`src/rtl/clkdiv_prog_multi.sv`:
```
// clkdiv_prog_multi
//   Multi-channel programmable clock divider. Each channel divides the system
//   clock by 2*half_q to make a square-wave enable clock. A new half-period can
//   be loaded at any time. It takes effect only at the end of a full period
//   (the 1->0 edge of clk_out), so the output never produces a short pulse.
//   There is also a global strobe that realigns the phase of every channel.
//
// Parameters
//   CH        number of independent channels (1..8)
//   DIV_W     width of the half-period value and of the counter
//   RST_HALF  half-period loaded into every channel on reset
//
// Ports
//   clk      system clock, all logic on posedge
//   rst      synchronous, active-low reset
//   en       per-channel run enable; 0 freezes the channel
//   load     per-channel strobe: capture the half_in slice as the pending divisor
//   half_in  packed half-periods; channel i uses [i*DIV_W +: DIV_W]
//   sync     strobe: restart the phase of all channels, applying pending divisors
//   clk_out  divided outputs (registered)
//   tick     one-cycle pulse in the cycle clk_out[i] becomes 1
//   pend     a loaded divisor is waiting for the period boundary

module clkdiv_prog_multi #(
  parameter int          CH       = 2,
  parameter int          DIV_W    = 26,
  parameter int unsigned RST_HALF = 12_500_000
) (
  input  logic                  clk,
  input  logic                  rst,
  input  logic [CH-1:0]         en,
  input  logic [CH-1:0]         load,
  input  logic [CH*DIV_W-1:0]   half_in,
  input  logic                  sync,
  output logic [CH-1:0]         clk_out,
  output logic [CH-1:0]         tick,
  output logic [CH-1:0]         pend
);

  localparam logic [DIV_W-1:0] RST_VAL = DIV_W'(RST_HALF);
  localparam logic [DIV_W-1:0] ONE     = DIV_W'(1);

  for (genvar i = 0; i < CH; i++) begin : g_ch
    logic [DIV_W-1:0] cnt;
    logic [DIV_W-1:0] half_q;
    logic [DIV_W-1:0] shadow;
    logic [DIV_W-1:0] load_val;
    logic [DIV_W-1:0] next_div;
    logic             clk_r;
    logic             tick_r;
    logic             pend_r;
    logic             at_end;

    // A load in the same cycle as the boundary wins over the older shadow value.
    assign load_val = half_in[i*DIV_W +: DIV_W];
    assign next_div = load[i] ? load_val : shadow;
    assign at_end   = (cnt == half_q - ONE);

    always_ff @(posedge clk) begin
      if (!rst) begin
        cnt    <= '0;
        half_q <= RST_VAL;
        shadow <= '0;
        clk_r  <= 1'b0;
        tick_r <= 1'b0;
        pend_r <= 1'b0;
      end else if (sync) begin
        // Realign: restart from the low phase with the newest divisor available.
        cnt    <= '0;
        clk_r  <= 1'b0;
        tick_r <= 1'b0;
        pend_r <= 1'b0;
        if (load[i]) begin
          shadow <= load_val;
          half_q <= load_val;
        end else if (pend_r) begin
          half_q <= shadow;
        end
      end else begin
        tick_r <= 1'b0;
        if (load[i]) begin
          shadow <= load_val;
          pend_r <= 1'b1;
        end
        if (half_q == '0) begin
          // Stopped channel: there is no period to finish, so a load starts it at once.
          cnt   <= '0;
          clk_r <= 1'b0;
          if (load[i]) begin
            half_q <= load_val;
            pend_r <= 1'b0;
          end
        end else if (en[i]) begin
          if (at_end) begin
            cnt   <= '0;
            clk_r <= ~clk_r;
            if (!clk_r) begin
              tick_r <= 1'b1;
            end else if (pend_r || load[i]) begin
              // Falling edge closes a full period: safe point to switch divisor.
              half_q <= next_div;
              pend_r <= 1'b0;
            end
          end else begin
            cnt <= cnt + ONE;
          end
        end
      end
    end

    assign clk_out[i] = clk_r;
    assign tick[i]    = tick_r;
    assign pend[i]    = pend_r;
  end

endmodule

```
`config.mk`:
```
export PLATFORM = sky130hd
export DESIGN_NAME = clkdiv_prog_multi
export DESIGN_NICKNAME = d
export VERILOG_FILES = /design/src/rtl/clkdiv_prog_multi.sv
export SDC_FILE = /design/constraint.sdc
export NUM_CORES = 1
export LEC_CHECK = 0
export ABC_AREA = 1
export BUFFER_PORTS_ARGS = -buffer_cell sky130_fd_sc_hd__buf_4
export CAP_MARGIN = 40
export CORE_MARGIN = 2
export CORE_UTILIZATION = 25
export DETAILED_ROUTE_END_ITERATION = 7
export PLACE_DENSITY = 0.47
export SYNTH_ARGS = -nofsm -noshare
export SYNTH_HDL_FRONTEND = slang
export SYNTH_SLANG_ARGS = --single-unit
```
`constraint.sdc`:
```
create_clock -name clk -period 6.45 [get_ports clk]
set_clock_uncertainty 0.15 [all_clocks]
set_input_delay 1.29 -clock clk [delete_from_list [all_inputs] [get_ports clk]]
set_output_delay 1.29 -clock clk [all_outputs]
set_load 0.1 [all_outputs]
```
# Word level (Yosys, flattened, before mapping)
# Cells that the tools add are included.
# totals
reg_bits	162
input_bits	59
output_inout_bits	6
elab_cells	88
# classes
eq_ne	6
n_bitwise	7
n_reduce_logical	21
add_sub_neg	4
n_mux	38
# ops
cell	n
$mux 26	22
$add 26x1->26 const B	2
$eq 26x26->1	2
$logic_not 26->1	2
$sub 26x1->26 const B	2
$reduce_bool 3->1	8
$mux 1	16
$reduce_and 6->1	2
$reduce_or 5->1	2
$not 1->1	7
$ne 3x2->1 const B	2
$ne 3x3->1 const B	2
$reduce_or 3->1	2
$reduce_and 2->1	2
$logic_or 1x1->1	2
$reduce_or 2->1	1

# Logic depth before layout (Yosys ltp)
# logic_depth
depth_word	7
ltp_mapped	21
mapped_depth_nobuf	20

# Worst setup path before layout
# OpenSTA, ideal clock, no wires.
# synth_path
path_type	input to register
start	in en[1]
end	reg g_ch[1].cnt[18]
arrival_time_ns	2.818
path_buffers	1
cell_stages	11
setup_time_ns	0.056
slack_ns	3.426
t_required_ns	6.244
path_cell_list	buf_2 > inv_1 > nor2_1 > nand2_1 > nor2_1 > nand2_1 > nor3_1 > nand3_1 > xor2_1 > or2_1 > inv_1
# synth_rtl
item	line_no	text
start, declared	31	input logic [CH-1:0] en,
end signal, assigned	105	cnt <= cnt + ONE;
end, declared	44	logic [DIV_W-1:0] cnt;

# Worst setup path after layout
# layout_path
start	reg g_ch[0].half_q[0]
end	reg g_ch[0].half_q[6]
# layout_via
elab_chain_cells	4
word_cells_on_any_way	11
classes_between	add/sub: 1; eq/ne: 2; mux: 2; reduce/logical: 6
# layout_lines
item	line_no	text
start, declared	45	logic [DIV_W-1:0] half_q;
start signal, assigned	75	half_q <= load_val;
start signal, assigned	77	half_q <= shadow;
start signal, assigned	90	half_q <= load_val;
$sub 26x1->26	57	assign at_end = (cnt == half_q - ONE);
$eq 26x26->1	57	
$reduce_bool 3->1 (no line)	-	
$reduce_and 6->1 (no line)	-	
# Several ways; a longest one is shown, not always the timed one.
# A chain may end at the register's enable or synchronous reset.

==> impl_metrics.tcl <==
set metrics [dict create \
    io_pins 65 \
    crit_top_cell "nand2_1" \
    hold_depth 2 \
    ys_seq_area_frac 0.327 \
    reg2reg_slack_ns 2.89 \
    first_iter_violations 577 \
    critPathBufInv 2 \
    drtPass1Iterations 5 \
    cts-htree-levels 4 \
    r2r_start "g_ch[0].half_q[0]$_SDFFE_PN0P_" \
    fillCellCount 4384 \
    cts_buffers 17 \
    syn_area_mm2 0.00991 \
    grt_pass1_wl_mm 44.6 \
    critical-path-slowest-cell "nand4_1" \
    clock.fmax_ghz 0.281 \
    rsz0062_at_grt "no" \
    postCtsSetupBuffers 0 \
    worstSetupPathType "flop to flop" \
    synth_area_leader_cell "dfxtp_1" \
    hold_end "g_ch[1].shadow[3]$_SDFF_PN0_" \
    synthCells 1498 \
    tns_ns 0 \
    fp-row-count 72 \
    cp-start-kind "flop" \
    min-delay-start "g_ch[1].shadow[3]$_SDFF_PN0_" \
    mostFrequentLayoutCell "nand2_1" \
    synth.area.top_cells "dfxtp_1 33%, nand2_1 15%, nor2_1 9.7%" \
    drive_gt1_frac 0.103 \
    worst_pin_slew_ns 0.882 \
    grt_max_degree 55 \
    synth.top_cell.area_share 0.327 \
    required_ns 6.63 \
    final_hold_viol_count 0 \
    die_height_um 203 \
    grt_usage 0.135 \
    fin_crit_sh 0.553 \
    setup_viol 0 \
    vias_per_cell 4.34 \
    antenna_found_initial 1 \
    die_area_mm2 0.0413 \
    post-route-drc-count 0 \
    hpwl_mm 20.9 \
    outcome "complete, no violations" \
    ys_ff_latch 162 \
    initial_core_util 0.255 \
    synthDistinctLibCells 43 \
    power.total_uw 2480 \
    hold_path.class "flop to flop" \
    post_drt_wl_per_cell_um 13.1 \
    numPortBuffers 64 \
    critPathTopFamily "simple AND/OR/NAND/NOR gates" \
    vias 8969 \
    wirelength_mm 27.1 \
    avgSynthCellArea_um2 6.62 \
    design.core.area_mm2 0.0389 \
    r2r_end "g_ch[0].half_q[6]$_SDFFE_PN0P_" \
    p_leak_uw 0.00498 \
    cp_cell_sequence "inv_1, ha_1, nand3_1, nor2_1, nand2_1, nor2_1, nand2_1, nand2_1, nand2_1, nor2_1, nand2_1, nor2_1, nand4_1, nand2_1, buf_4, nand2_1, nand2_1, nor2_1" \
    cts_root_buf "clkbuf_16" \
    fin_nets 1600 \
    cpPeakStageDelay_ns 0.47 \
    reg2regPathDepth 18 \
    insertion_delay_ns 0.44 \
    path_max_fanout 33 \
    die_x_um 203 \
    grt_pass1_vias 8387 \
    endpoint_kind "flop" \
    max-cap-violations 0 \
    area_growth_pct 15.0 \
    overflow 0 \
    place_congestion 0.865 \
    syn-num-nets 1563 \
    arrival_ns 3.75 \
    vdd_drop_max_mv 0.133 \
    tritoncts "built" \
    clk_pin_slew_ns 0.07 \
    yosysWarnings 0 \
    max_slew_margin 0.409 \
    mostFrequentLayoutCells "385 x nand2_1, 255 x nor2_1, 162 x inv_1, 162 x dfxtp_1, 109 x nand3_1" \
    final.min_clock_period_ns 3.56 \
    holdBufCountCts 0 \
    power-per-cell-area_mw_per_mm2 218 \
    drtAntennaViolNets 0 \
    cts_resized 0 \
    clk_path_buf_depth 2 \
    drv_slew 0 \
    clock-sinks 162 \
]
[power by group]
group | internal, uW | leakage [uW] | switching [uW]
Sequential | 1050 | 0.00133 | 47.3
Combinational | 133 | 0.00337 | 209
Clock | 588 | 0.000283 | 457
Total | 1770 | 0.00498 | 714
[tightest hold or removal path, delay by kind of cell (launching register included)]
family | cells | cell delay, ns
mux | 1 | 0.07
flops | 1 | 0.31
simple gates | 1 | 0.08
[area by class of cell]
type                            instances  area [um2]  share of cell area
Multi-Input combinational cell       1116        5760               0.505
Sequential cell                       162        3240               0.285
Tap cell                              518         648              0.0569
Inverter                              170         638              0.0560
Timing Repair Buffer                   68         518              0.0455
Clock buffer                           23         498              0.0437
Clock inverter                          9        92.6             0.00812
Antenna cell                            1        2.50            0.000220
[worst max path at each step]
stage,slack (ns),depth (start not counted),endpoint,from
global placement,2.79,10,g_ch[0].half_q[24]$_SDFFE_PN0P_,load[0]
floorplan,3.43,11,g_ch[1].cnt[18]$_SDFFE_PP0P_,en[1]
finish,2.89,18,g_ch[0].half_q[6]$_SDFFE_PN0P_,g_ch[0].half_q[0]$_SDFFE_PN0P_
CTS,2.91,18,g_ch[0].half_q[6]$_SDFFE_PN0P_,g_ch[0].half_q[0]$_SDFFE_PN0P_
detailed placement,2.71,10,g_ch[0].half_q[9]$_SDFFE_PN0P_,load[0]
global route,2.46,18,g_ch[0].half_q[24]$_SDFFE_PN0P_,g_ch[0].half_q[0]$_SDFFE_PN0P_
[metrics by stage]
step	setup slack [ns]	cell area (um2)	hold WS, ns	utilization	cells
after floorplan	3.43	9910	0.301	-	1498
after global placement	2.79	10800	0.313	0.277	2033
after detailed placement	2.71	10800	0.322	0.278	2034
after CTS	2.91	11400	0.339	0.293	2066
after global routing	2.46	11400	0.359	0.293	2066
final	2.89	11400	0.332	0.293	2067
[flip-flops by register name (all words and copies together) (netlist names)]
| register | count |
|---|---|
| g_ch.clk_r | 2 |
| g_ch.cnt | 52 |
| g_ch.half_q | 52 |
| g_ch.pend_r | 2 |
| g_ch.shadow | 52 |
| g_ch.tick_r | 2 |
[synth_stat cells, drive strengths merged]
| master | instances |
|---|---|
| nand2 | 397 |
| nor2 | 286 |
| inv | 167 |
| dfxtp | 162 |
| nand3 | 109 |
| o21ai | 68 |
| mux2i | 52 |
| xor2 | 50 |
| nand4 | 31 |
| buf | 30 |
| xnor2 | 28 |
| nor3 | 24 |
| clkbuf | 20 |
| a21oi | 13 |
| or2 | 13 |
| nand3b | 9 |
| nor3b | 8 |
| ha | 6 |
| o21bai | 6 |
| o211ai | 5 |
| nor4 | 4 |
| clkinv | 3 |
| and2 | 2 |
| and3 | 2 |
| a31oi | 1 |
| o22ai | 1 |
| xnor3 | 1 |
[cells by family after synthesis]
logic type,count (synthesis),share of synthesized area
simple gates,885,0.398
buf+inv,220,0.0924
flops,162,0.327
compound gates,94,0.0510
xor+xnor,79,0.0712
mux,52,0.0525
fa+ha+maj,6,0.00757
[layer usage]
metal	up-vias	track usage	wire (um)
met3	22	0.0230	1010
met5	-	0	0
met4	0	0.0357	328
met2	136	0.201	11100
li1	4776	-	-
met1	4035	0.198	14600
(Power assumes the default switching activity.)
